[config.mk]
export PLATFORM = sky130hd
export DESIGN_NAME = usrt_ctrl_flat
export DESIGN_NICKNAME = d
export VERILOG_FILES = /design/src/rtl/usrt_pkg.sv /design/src/rtl/usrt_ctrl_if.sv /design/src/rtl/usrt_baud_tick.sv /design/src/rtl/usrt_ctrl.sv /design/src/flat_wrapper.sv
export SDC_FILE = /design/constraint.sdc
export NUM_CORES = 1
export LEC_CHECK = 0
export BUFFER_PORTS_ARGS = -buffer_cell sky130_fd_sc_hd__clkbuf_2
export CORE_ASPECT_RATIO = 0.75
export CORE_UTILIZATION = 53
export DETAILED_ROUTE_END_ITERATION = 12
export PLACE_DENSITY = 0.78
export SLEW_MARGIN = 0
export SYNTH_ARGS = -nofsm -noshare
export SYNTH_HDL_FRONTEND = slang
export SYNTH_SLANG_ARGS = --single-unit
[constraint.sdc]
create_clock -name pClk -period 1.8 [get_ports pClk]
set_input_delay 0.36 -clock pClk [delete_from_list [all_inputs] [get_ports pClk]]
set_output_delay 0.36 -clock pClk [all_outputs]
set_load 0.01 [all_outputs]
[src/rtl/usrt_pkg.sv]
// Shared definitions for the USRT controller slice:
// register map, STATUS layout, FSM encodings and frame constants.
package usrt_pkg;

    localparam int ADDR_DATA   = 0;
    localparam int ADDR_STATUS = 1;
    localparam int ADDR_BAUD   = 2;

    localparam int ST_TX_BUSY  = 0;
    localparam int ST_RX_VALID = 1;
    localparam int ST_PAR_ERR  = 2;
    localparam int ST_FRM_ERR  = 3;
    localparam int ST_OVERRUN  = 4;

    localparam logic START_BIT = 1'b1;
    localparam logic STOP_BIT  = 1'b0;

    typedef enum logic [2:0] {
        TX_IDLE,
        TX_LOAD,
        TX_START,
        TX_DATA,
        TX_PARITY,
        TX_STOP
    } tx_state_t;

    typedef enum logic [1:0] {
        RX_IDLE,
        RX_DATA,
        RX_PARITY,
        RX_STOP
    } rx_state_t;

    // Even parity bit: makes the total count of ones in data+parity even.
    function automatic logic even_par(input logic [7:0] d);
        return ^d;
    endfunction

endpackage

[src/rtl/usrt_ctrl_if.sv]
// APB slave bundle for the USRT controller.
// master drives the request side, slave returns data and completion.
interface usrt_ctrl_if #(
    parameter int ADDR_W = 4
);
    logic [ADDR_W-1:0] paddr;
    logic              psel;
    logic              penable;
    logic              pwrite;
    logic [7:0]        pwdata;
    logic [7:0]        prdata;
    logic              pready;
    logic              pslverr;

    modport master (
        output paddr, psel, penable, pwrite, pwdata,
        input  prdata, pready, pslverr
    );

    modport slave (
        input  paddr, psel, penable, pwrite, pwdata,
        output prdata, pready, pslverr
    );
endinterface

[src/rtl/usrt_baud_tick.sv]
// Baud tick generator: counts 0..div and pulses tick at div.
// A restart forces the count back to 0 on the following cycle.
module usrt_baud_tick (
    input  logic       pClk,
    input  logic       rst,
    input  logic [7:0] i_div,
    input  logic       i_restart,
    output logic       o_tick
);

    logic [7:0] r_cnt;
    logic       w_hit;

    assign w_hit  = (r_cnt == i_div);
    assign o_tick = w_hit;

    // Free-running divider counter, wraps after the terminal count
    always_ff @(posedge pClk) begin
        if (rst) begin
            r_cnt <= 8'd0;
        end else if (i_restart || w_hit) begin
            r_cnt <= 8'd0;
        end else begin
            r_cnt <= r_cnt + 8'd1;
        end
    end

endmodule

[src/rtl/usrt_ctrl.sv]
// USRT controller: APB register file, baud tick, TX frame
// sequencer and RX frame checker with sticky error flags.
module usrt_ctrl
    import usrt_pkg::*;
#(
    parameter logic [7:0] BAUD_RST = 8'd79,
    parameter int         ADDR_W   = 4
) (
    input  logic  pClk,
    input  logic  rst,
    usrt_ctrl_if.slave apb,
    output logic  uclk,
    output logic  tx,
    input  logic  rx,
    output logic  irq
);

    logic [7:0] r_baud;
    logic       w_tick;

    tx_state_t  r_tx_state;
    tx_state_t  w_tx_nxt;
    logic [7:0] r_tx_shift;
    logic       r_tx_par;
    logic [2:0] r_tx_cnt;
    logic       w_tx_busy;
    logic       w_tx;

    rx_state_t  r_rx_state;
    rx_state_t  w_rx_nxt;
    logic [7:0] r_rx_shift;
    logic       r_rx_par;
    logic [2:0] r_rx_cnt;
    logic [7:0] r_rx_data;
    logic       r_rx_valid;
    logic       r_par_err;
    logic       r_frm_err;
    logic       r_overrun;
    logic       r_irq;

    logic       w_stop_evt;
    logic       w_par_bad;
    logic       w_frm_bad;
    logic       w_set_valid;
    logic       w_set_ovr;
    logic       w_set_perr;
    logic       w_set_ferr;

    logic       w_access;
    logic       w_sel_data;
    logic       w_sel_status;
    logic       w_sel_baud;
    logic       w_sel_bad;
    logic       w_ready;
    logic       w_done;
    logic       w_data_wr;
    logic       w_data_rd;
    logic       w_status_wr;
    logic       w_baud_wr;
    logic [7:0] w_status;
    logic [7:0] w_prdata;

    // APB address decode and completion qualifiers
    assign w_access     = apb.psel & apb.penable;
    assign w_sel_data   = (apb.paddr == ADDR_W'(ADDR_DATA));
    assign w_sel_status = (apb.paddr == ADDR_W'(ADDR_STATUS));
    assign w_sel_baud   = (apb.paddr == ADDR_W'(ADDR_BAUD));
    assign w_sel_bad    = ~(w_sel_data | w_sel_status | w_sel_baud);

    assign w_tx_busy = (r_tx_state != TX_IDLE);

    // Only a DATA write against a busy transmitter is stalled
    assign w_ready = ~(w_access & apb.pwrite & w_sel_data & w_tx_busy);
    assign w_done  = w_access & w_ready;

    assign w_data_wr   = w_done & apb.pwrite & w_sel_data;
    assign w_data_rd   = w_done & ~apb.pwrite & w_sel_data;
    assign w_status_wr = w_done & apb.pwrite & w_sel_status;
    assign w_baud_wr   = w_done & apb.pwrite & w_sel_baud;

    assign w_status = {3'b000, r_overrun, r_frm_err, r_par_err,
                       r_rx_valid, w_tx_busy};

    // Read mux; returns zero outside a read access or for holes
    always_comb begin
        w_prdata = 8'h00;
        if (w_access && !apb.pwrite) begin
            unique case (1'b1)
                w_sel_data:   w_prdata = r_rx_data;
                w_sel_status: w_prdata = w_status;
                w_sel_baud:   w_prdata = r_baud;
                default:      w_prdata = 8'h00;
            endcase
        end
    end

    assign apb.prdata  = w_prdata;
    assign apb.pready  = w_ready;
    assign apb.pslverr = w_access & w_sel_bad;

    // BAUD divisor register
    always_ff @(posedge pClk) begin
        if (rst) begin
            r_baud <= BAUD_RST;
        end else if (w_baud_wr) begin
            r_baud <= apb.pwdata;
        end
    end

    usrt_baud_tick u_baud (
        .pClk      (pClk),
        .rst       (rst),
        .i_div     (r_baud),
        .i_restart (w_baud_wr),
        .o_tick    (w_tick)
    );

    assign uclk = w_tick;

    // TX state register
    always_ff @(posedge pClk) begin
        if (rst) begin
            r_tx_state <= TX_IDLE;
        end else begin
            r_tx_state <= w_tx_nxt;
        end
    end

    // TX next state: load on a DATA write, then advance per tick
    always_comb begin
        w_tx_nxt = r_tx_state;
        case (r_tx_state)
            TX_IDLE:   if (w_data_wr) w_tx_nxt = TX_LOAD;
            TX_LOAD:   if (w_tick) w_tx_nxt = TX_START;
            TX_START:  if (w_tick) w_tx_nxt = TX_DATA;
            TX_DATA:   if (w_tick && r_tx_cnt == 3'd7) w_tx_nxt = TX_PARITY;
            TX_PARITY: if (w_tick) w_tx_nxt = TX_STOP;
            TX_STOP:   if (w_tick) w_tx_nxt = TX_IDLE;
            default:   w_tx_nxt = TX_IDLE;
        endcase
    end

    // TX line value for the current state
    always_comb begin
        w_tx = STOP_BIT;
        case (r_tx_state)
            TX_START:  w_tx = START_BIT;
            TX_DATA:   w_tx = r_tx_shift[r_tx_cnt];
            TX_PARITY: w_tx = r_tx_par;
            default:   w_tx = STOP_BIT;
        endcase
    end

    assign tx = w_tx;

    // TX datapath: capture byte/parity, step bit index in DATA
    always_ff @(posedge pClk) begin
        if (rst) begin
            r_tx_shift <= 8'h00;
            r_tx_par   <= 1'b0;
            r_tx_cnt   <= 3'd0;
        end else if (w_data_wr) begin
            r_tx_shift <= apb.pwdata;
            r_tx_par   <= even_par(apb.pwdata);
            r_tx_cnt   <= 3'd0;
        end else if (w_tick && r_tx_state == TX_DATA) begin
            r_tx_cnt <= r_tx_cnt + 3'd1;
        end
    end

    // RX state register
    always_ff @(posedge pClk) begin
        if (rst) begin
            r_rx_state <= RX_IDLE;
        end else begin
            r_rx_state <= w_rx_nxt;
        end
    end

    // RX next state: start bit opens a frame, each tick advances
    always_comb begin
        w_rx_nxt = r_rx_state;
        case (r_rx_state)
            RX_IDLE:   if (w_tick && rx == START_BIT) w_rx_nxt = RX_DATA;
            RX_DATA:   if (w_tick && r_rx_cnt == 3'd7) w_rx_nxt = RX_PARITY;
            RX_PARITY: if (w_tick) w_rx_nxt = RX_STOP;
            RX_STOP:   if (w_tick) w_rx_nxt = RX_IDLE;
            default:   w_rx_nxt = RX_IDLE;
        endcase
    end

    // RX frame verdict at the stop sample; parity outranks framing
    always_comb begin
        w_stop_evt  = w_tick & (r_rx_state == RX_STOP);
        w_par_bad   = (r_rx_par != even_par(r_rx_shift));
        w_frm_bad   = (rx != STOP_BIT);
        w_set_perr  = w_stop_evt & w_par_bad;
        w_set_ferr  = w_stop_evt & ~w_par_bad & w_frm_bad;
        w_set_valid = w_stop_evt & ~w_par_bad & ~w_frm_bad & ~r_rx_valid;
        w_set_ovr   = w_stop_evt & ~w_par_bad & ~w_frm_bad & r_rx_valid;
    end

    // RX datapath: shift data LSB first, then capture parity
    always_ff @(posedge pClk) begin
        if (rst) begin
            r_rx_shift <= 8'h00;
            r_rx_par   <= 1'b0;
            r_rx_cnt   <= 3'd0;
        end else if (w_tick) begin
            case (r_rx_state)
                RX_IDLE: r_rx_cnt <= 3'd0;
                RX_DATA: begin
                    r_rx_shift <= {rx, r_rx_shift[7:1]};
                    r_rx_cnt   <= r_rx_cnt + 3'd1;
                end
                RX_PARITY: r_rx_par <= rx;
                default: ;
            endcase
        end
    end

    // Received byte and valid flag; a new frame beats a DATA read
    always_ff @(posedge pClk) begin
        if (rst) begin
            r_rx_data  <= 8'h00;
            r_rx_valid <= 1'b0;
        end else begin
            if (w_set_valid) begin
                r_rx_data <= r_rx_shift;
            end
            if (w_set_valid) begin
                r_rx_valid <= 1'b1;
            end else if (w_data_rd) begin
                r_rx_valid <= 1'b0;
            end
        end
    end

    // Sticky error flags; a new error beats write-one-to-clear
    always_ff @(posedge pClk) begin
        if (rst) begin
            r_par_err <= 1'b0;
            r_frm_err <= 1'b0;
            r_overrun <= 1'b0;
        end else begin
            if (w_set_perr) begin
                r_par_err <= 1'b1;
            end else if (w_status_wr && apb.pwdata[ST_PAR_ERR]) begin
                r_par_err <= 1'b0;
            end
            if (w_set_ferr) begin
                r_frm_err <= 1'b1;
            end else if (w_status_wr && apb.pwdata[ST_FRM_ERR]) begin
                r_frm_err <= 1'b0;
            end
            if (w_set_ovr) begin
                r_overrun <= 1'b1;
            end else if (w_status_wr && apb.pwdata[ST_OVERRUN]) begin
                r_overrun <= 1'b0;
            end
        end
    end

    // Interrupt follows the STATUS flags one cycle later
    always_ff @(posedge pClk) begin
        if (rst) begin
            r_irq <= 1'b0;
        end else begin
            r_irq <= r_rx_valid | r_par_err | r_frm_err | r_overrun;
        end
    end

    assign irq = r_irq;

endmodule
[src/flat_wrapper.sv]
// flat-port wrapper written by rule: the top's interface ports become plain ports
module usrt_ctrl_flat import usrt_pkg::*;
#(
    parameter logic [7:0] BAUD_RST = 8'd79,
    parameter int         ADDR_W   = 4
)
  (pClk, rst, uclk, tx, rx, irq, apb_paddr, apb_psel, apb_penable, apb_pwrite, apb_pwdata, apb_prdata, apb_pready, apb_pslverr);
  usrt_ctrl_if #(.ADDR_W(ADDR_W)) apb_i ();
  input  logic pClk;
  input  logic rst;
  output logic uclk;
  output logic tx;
  input  logic rx;
  output logic irq;
  input wire logic [$bits(apb_i.paddr)-1:0] apb_paddr;
  input wire logic [$bits(apb_i.psel)-1:0] apb_psel;
  input wire logic [$bits(apb_i.penable)-1:0] apb_penable;
  input wire logic [$bits(apb_i.pwrite)-1:0] apb_pwrite;
  input wire logic [$bits(apb_i.pwdata)-1:0] apb_pwdata;
  output wire logic [$bits(apb_i.prdata)-1:0] apb_prdata;
  output wire logic [$bits(apb_i.pready)-1:0] apb_pready;
  output wire logic [$bits(apb_i.pslverr)-1:0] apb_pslverr;
  assign apb_i.paddr = apb_paddr;
  assign apb_i.psel = apb_psel;
  assign apb_i.penable = apb_penable;
  assign apb_i.pwrite = apb_pwrite;
  assign apb_i.pwdata = apb_pwdata;
  assign apb_prdata = apb_i.prdata;
  assign apb_pready = apb_i.pready;
  assign apb_pslverr = apb_i.pslverr;
  usrt_ctrl #(.BAUD_RST(BAUD_RST), .ADDR_W(ADDR_W)) u_core (.pClk(pClk), .rst(rst), .apb(apb_i), .uclk(uclk), .tx(tx), .rx(rx), .irq(irq));
endmodule
==> impl_metrics.py, run 1 <==
metrics = {
    "routing": {
        "vias_per_cell": 5.741,
        "drc": 0,
        "antenna_violating_nets_post_route": 0,
        "firstDrtPassIters": 4,
        "drtIter0Drc": 232,
        "drt_wl_total_um": 7581,
        "dr_total_vias": 2721,
        "wl_per_cell_um": 15.99,
    },
    "grt": {
        "grt_max_degree": 24,
        "first_global_vias": 2460,
        "grt_first_pass_wirelength_um": 11820,
        "grt-ovfl-total": 0,
        "antenna_found_initial": 0,
        "grtUsageTotal_pct": 27.64,
    },
    "timing": {
        "rsz0062_at_grt": "true",
        "worstMarginPinSlew_ns": 0.4826,
        "drv_slew": 0,
        "final.period_utilization_pct": 109.3,
        "slew_headroom_pct": 67.67,
        "layout_min_cycle_time_ns": 1.968,
        "clock.fmax_mhz": 508.1,
        "layout_setup_ws_ns": -0.1679,
        "finalSetupViolCount": 4,
        "whs_ns": 0.2818,
        "fin_tns_setup_ns": -0.3142,
        "hold_viol": 0,
        "skew_ns": 0.009004,
    },
    "yosys": {
        "synthFlopType": "dfxtp_1",
        "synth_fp_nets": 363,
        "yosys_warnings": 0,
        "synth_edf_count": 0,
        "yosysUniqueCellTypes": 49,
        "netlist_area_um2": 2918,
        "synth_seq_cells": 58,
        "syn_avg_cell_area_um2": 8.684,
        "ys_seq_area_share_pct": 39.79,
        "syn-instance-count": 336,
        "ys_async_sr_fraction_pct": 0,
    },
    "flow_run": {
        "maxCapViolCount": 0,
    },
    "power_and_ir_drop": {
        "p_leak_nw": 1.580,
        "peakVddDrop_mv": 0.4857,
        "p_per_area_nw_per_um2": 709.7,
        "totalPowerFinal_w": 0.002661,
    },
    "clocking": {
        "cts_tree": "done",
        "htree_levels": 3,
        "root_buffer": "clkbuf_8",
        "clock-sinks": 58,
        "clk_latency_ns": 0.35,
        "clockBufferDepth": 2,
        "clkTransAtPathRegs_ns": 0.06,
        "cts_made_buffers": 9,
    },
    "floorplanning": {
        "fp.coreArea_um2": 5092,
        "rows": 22,
        "dieArea_um2": 5809,
        "dieWidth_um": 87.68,
        "io_pins": 31,
        "die_height_um": 66.26,
        "start_util_pct": 57.30,
    },
    "placed_design": {
        "finalWeightedCongestion": 0.8660,
        "hpwl_um": 5197,
        "io_buffers": 30,
    },
    "layout": {
        "antennaDiodeCount": 0,
        "num-nets-final": 425,
        "drive_gt1_share_pct": 29.85,
        "area_growth_pct": 28.52,
    },
    "worst_hold_path": {
        "worstHoldPathType": "input pin to flip-flop",
    },
    "critical_path": {
        "path_max_fanout": 3,
        "cp-start-kind": "flip-flop",
        "end_kind": "output pin",
        "critPathKind": "flip-flop to output pin",
        "worstPathArrival_ns": 1.61,
        "required_ns": 1.44,
    },
    "run_status": {
        "failed_checks": "setup timing",
        "status": "finished, violations left",
    },
}
-- path summary, 6_finish.rpt --
kind                                                          end                              start  cells after the start  slack [ns]
worst max register to register      u_core.r_frm_err$_SDFFE_PP0P_  u_core.r_rx_shift[1]$_SDFFE_PP0P_                      5       -0.01
worst max-delay path                                           tx    u_core.r_tx_cnt[0]$_SDFFE_PP0P_                      4       -0.17
worst min-delay path                u_core.r_baud[1]$_SDFFE_PP1P_                      apb_pwdata[1]                      3        0.28
worst min register to register  u_core.r_tx_shift[6]$_SDFFE_PP0P_  u_core.r_tx_shift[6]$_SDFFE_PP0P_                      2        0.46
-- metal layers --
layer  GRT usage (%)  wire length (µm)  vias up
met5               0                 0        -
met4           7.787               128        0
met3           8.864               536       19
met2           42.97              3380      106
met1           36.74              3535     1296
li1                -                 -     1300
-- timing repair --
action,in CTS,in global routing
endpoints found under the setup margin,17,35
cloned,0,1
gates resized for setup,16,41
hold buffers,0,0
setup buffers,3,4
pin swaps,5,20
-- cells in the final DEF, fill, tap and decap left out, drive strengths merged, types with 3 or more instances in the layout --
master	n
clkinv	3
or3	4
nor3	3
nand3	23
or2	3
nor2b	3
ha	9
xor2	15
buf	38
nor4	4
xnor2	14
o21ai	13
nor2	44
nand2	43
inv	7
a21oi	32
mux2i	21
clkbuf	37
dfxtp	58
-- where the power goes --
part	internal, W	switching [W]	total [W]
Combinational	0.0000815	0.000109	0.000191
Sequential	0.00129	0.00000772	0.00130
Clock	0.000665	0.000507	0.00117
Total	0.00204	0.000624	0.00266
-- synth_stat cells (3+ instances only) --
library cell / number / share of area [%]
nand2_1: 42 / 5.4
dfxtp_1: 58 / 40
xnor2_1: 12 / 3.6
a21oi_1: 32 / 5.5
or3_1: 4 / 0.86
nor2b_1: 3 / 0.64
xor2_1: 15 / 4.5
ha_1: 9 / 3.9
nand3_1: 23 / 3.9
nor2_1: 44 / 5.7
nor3_1: 3 / 0.51
clkbuf_1: 8 / 1.0
o21ai_0: 12 / 2.1
inv_1: 6 / 0.77
mux2i_1: 21 / 7.2
-- stage by stage --
| stage | instance area (µm²) | util (%) | std cells | setup slack, ns |
|---|---|---|---|---|
| floorplan | 2918 | - | 336 | 0.07336 |
| global placement | 3327 | 65.33 | 452 | -0.1048 |
| detailed placement | 3327 | 65.33 | 452 | -0.1546 |
| CTS | 3590 | 70.49 | 469 | -0.1760 |
| global route | 3750 | 73.64 | 474 | -0.2250 |
| finish | 3750 | 73.64 | 474 | -0.1679 |
-- final cells by class --
class                      instances  area, µm²
fill                             381       1343
tap                               72      90.09
inverter                           8      32.53
clock buffer                      12      145.1
timing repair buffer              63      473.0
clock inverter                     3      40.04
sequential                        58       1179
multi-input combinational        258       1790
-- logic make-up after synthesis --
| logic type | Yosys count | synth area share, % |
|---|---|---|
| AND/OR/NAND/NOR | 138 | 22.73 |
| AO/OA/AOI/OAI | 58 | 11.66 |
| flip-flops | 58 | 39.79 |
| XOR/XNOR | 30 | 10.42 |
| multiplexers | 23 | 8.748 |
| buffers and inverters | 20 | 2.787 |
| adder cells (fa/ha/maj) | 9 | 3.859 |
-- registers in the layout (all words and copies together), names as in the netlist, 2 cells and up --
signal	cells
u_core.r_rx_shift	8
u_core.r_tx_state	3
u_core.r_rx_state	2
u_core.r_rx_data	8
u_core.r_tx_shift	8
u_core.u_baud.r_cnt	8
u_core.r_baud	8
u_core.r_tx_cnt	3
u_core.r_rx_cnt	3
-- critical path, cell delays in order (launching register included) --
cell	delay (ns)
dfxtp_4	0.36
mux4_2	0.49
mux2i_1	0.15
o32ai_1	0.11
clkbuf_2	0.15
Power figures use the tool's default switching activity.
==> run 2: changes to the inputs <==
--- a/config.mk
+++ b/config.mk
@@ -13,4 +13,5 @@
 export SLEW_MARGIN = 0
 export SYNTH_ARGS = -nofsm -noshare
 export SYNTH_HDL_FRONTEND = slang
+export SYNTH_HIERARCHICAL = 1
 export SYNTH_SLANG_ARGS = --single-unit
==> impl_metrics.py, run 2 <==
metrics = {
    "timing": {
        "finalSetupViolCount": 20,
        "worstMarginPinSlew_ns": 0.4109,
        "clock.fmax_mhz": 500.7,
        "rsz0062_at_grt": "true",
        "drv_slew": 0,
        "whs_ns": 0.2881,
        "skew_ns": 0.009647,
        "layout_min_cycle_time_ns": 1.997,
        "hold_viol": 0,
        "slew_headroom_pct": 72.35,
        "layout_setup_ws_ns": -0.1973,
        "fin_tns_setup_ns": -1.912,
        "final.period_utilization_pct": 111.0,
    },
    "layout": {
        "mostFrequentLayoutCells": "nand2_1, dfxtp_1, buf_4",
        "drive_gt1_share_pct": 36.21,
        "num-nets-final": 430,
        "design_area_um2": 3943,
        "final_common_cell": "nand2_1",
        "antennaDiodeCount": 0,
        "area_growth_pct": 32.45,
    },
    "yosys": {
        "yosys_warnings": 6,
        "netlist.area_leader.share_pct": 39.01,
        "netlist_area_um2": 2977,
        "yosys-top-cells-area": "dfxtp_1, mux2i_1, nand2_1",
        "synth_seq_cells": 58,
        "ys_async_sr_fraction_pct": 0,
        "synth.most_common_cell": "nand2_1",
        "yosysTopAreaCell": "dfxtp_1",
        "ys_seq_area_share_pct": 39.01,
        "syn_avg_cell_area_um2": 8.704,
        "yosysUniqueCellTypes": 48,
        "synth_edf_count": 0,
        "synth_fp_nets": 369,
        "netlist_top_cells_count": "nand2_1, dfxtp_1, nor2_1, mux2i_1, a21oi_1",
        "syn-instance-count": 342,
        "synthFlopType": "dfxtp_1",
    },
    "clocking": {
        "clock-sinks": 58,
        "clk_latency_ns": 0.34,
        "cts_made_buffers": 9,
        "root_buffer": "clkbuf_8",
        "clockBufferDepth": 2,
        "htree_levels": 3,
        "cts_tree": "done",
        "ctsHoldBuffers": 0,
        "clkTransAtPathRegs_ns": 0.06,
    },
    "critical_path": {
        "r2r_cells": 8,
        "slowest_stage": "dfxtp_2",
        "cp-start-kind": "flip-flop",
        "regToRegStartpoint": "u_core/r_baud[0]$_SDFFE_PP1P_",
        "reg2reg_to": "u_core/r_rx_data[2]$_SDFFE_PP0P_",
        "cp_cell_sequence": "xor2_2 -> nor4_4 -> and2_4 -> buf_6 -> nand2_4 -> nor4b_4 -> mux2_4 -> mux2i_1",
        "max_stage_delay_ns": 0.33,
        "worstPathArrival_ns": 2.25,
        "path_max_fanout": 8,
        "rrSetupSlack_ns": -0.20,
        "required_ns": 2.05,
        "critPathKind": "flip-flop to flip-flop",
        "end_kind": "flip-flop",
    },
    "flow_run": {
        "maxCapViolCount": 0,
    },
    "worst_hold_path": {
        "hold_end": "u_core/r_baud[0]$_SDFFE_PP1P_",
        "worstHoldPathType": "input pin to flip-flop",
        "hold_depth": 3,
        "min_from": "apb_pwdata[0]",
    },
    "floorplanning": {
        "die_height_um": 66.90,
        "rows": 23,
        "dieWidth_um": 88.54,
        "dieArea_um2": 5923,
        "start_util_pct": 55.31,
        "fp.coreArea_um2": 5381,
        "io_pins": 31,
    },
    "grt": {
        "antenna_found_initial": 0,
        "grt_first_pass_wirelength_um": 11450,
        "first_global_vias": 2400,
        "grt_max_degree": 36,
        "grtUsageTotal_pct": 26.30,
        "grt-ovfl-total": 0,
    },
    "run_status": {
        "status": "finished, violations left",
        "failed_checks": "setup timing",
    },
    "routing": {
        "dr_total_vias": 2626,
        "drtIter0Drc": 207,
        "drc": 0,
        "antenna_violating_nets_post_route": 0,
        "vias_per_cell": 5.459,
        "firstDrtPassIters": 4,
        "drt_wl_total_um": 7425,
        "wl_per_cell_um": 15.44,
    },
    "power_and_ir_drop": {
        "peakVddDrop_mv": 0.4082,
        "p_per_area_nw_per_um2": 678.0,
        "p_leak_nw": 1.668,
    },
    "placed_design": {
        "place_area_um2": 3411,
        "hpwl_um": 5123,
        "io_buffers": 30,
        "finalWeightedCongestion": 0.8541,
        "place_ws_ns": -0.1587,
    },
}
run 2: routing by layer:
| metal | part of all wire, % | GRT usage, % |
|---|---|---|
| met1 | 48 | 36.42 |
| met2 | 46 | 38.56 |
| met3 | 4.1 | 6.939 |
| met5 | 0 | 0 |
| met4 | 1.9 | 10.69 |
run 2: critical path, delay by kind of cell, from the launching register on:
kind / cells / cell delay [ns]
simple gates: 4 / 0.80
mux: 2 / 0.50
flops: 1 / 0.33
xor+xnor: 1 / 0.18
buf+inv: 1 / 0.10
run 2: logic make-up after synthesis:
group | after synthesis | share of synthesized area (%)
AND/OR/NAND/NOR | 137 | 21.61
flip-flops | 58 | 39.01
AO/OA/AOI/OAI | 56 | 12.02
multiplexers | 31 | 11.31
buffers and inverters | 26 | 3.867
XOR/XNOR | 25 | 8.407
adder cells (fa/ha/maj) | 9 | 3.783
run 2: repair_timing:
action / 4_1_cts / 5_1_grt
cloned: 0 / 0
setup buffers: 5 / 2
gates resized for setup: 29 / 52
pin swaps: 4 / 13
endpoints found under the setup margin: 21 / 39
run 2: stage by stage:
stage                     utilization (%)  power [W]  instances
after floorplan                         -   0.001432        342
after global placement              63.38   0.001507        460
after detailed placement            63.38   0.001509        460
after CTS                           69.61   0.002691        479
after global routing                73.26   0.002769        481
final                               73.26   0.002673        481
run 2: cell type report:
cell class	instances	area (µm²)
clock buffer	11	151.4
fill	409	1439
multi-input combinational	258	1942
inverter	8	30.03
tap	75	93.84
timing repair buffer	68	499.2
sequential	58	1186
clock inverter	3	40.04
run 2: power breakdown:
part | internal (W) | leakage (nW) | switching (W) | total, W
Sequential | 0.00129 | 0.472 | 0.00000855 | 0.00130
Clock | 0.000694 | 0.101 | 0.000487 | 0.00118
Combinational | 0.0000852 | 1.10 | 0.000111 | 0.000197
Total | 0.00207 | 1.67 | 0.000607 | 0.00267
run 2: worst max-delay path by stage:
stage	slack, ns	endpoint	from
after floorplan	-0.20	u_core/r_rx_data[0]$_SDFFE_PP0P_	u_core/r_baud[0]$_SDFFE_PP1P_
after global placement	-0.11	apb_prdata[7]	apb_paddr[3]
after detailed placement	-0.16	apb_prdata[5]	apb_paddr[3]
after CTS	-0.20	tx	u_core/r_tx_cnt[0]$_SDFFE_PP0P_
after global routing	-0.29	u_core/r_rx_data[2]$_SDFFE_PP0P_	u_core/r_baud[0]$_SDFFE_PP1P_
final	-0.20	u_core/r_rx_data[2]$_SDFFE_PP0P_	u_core/r_baud[0]$_SDFFE_PP1P_
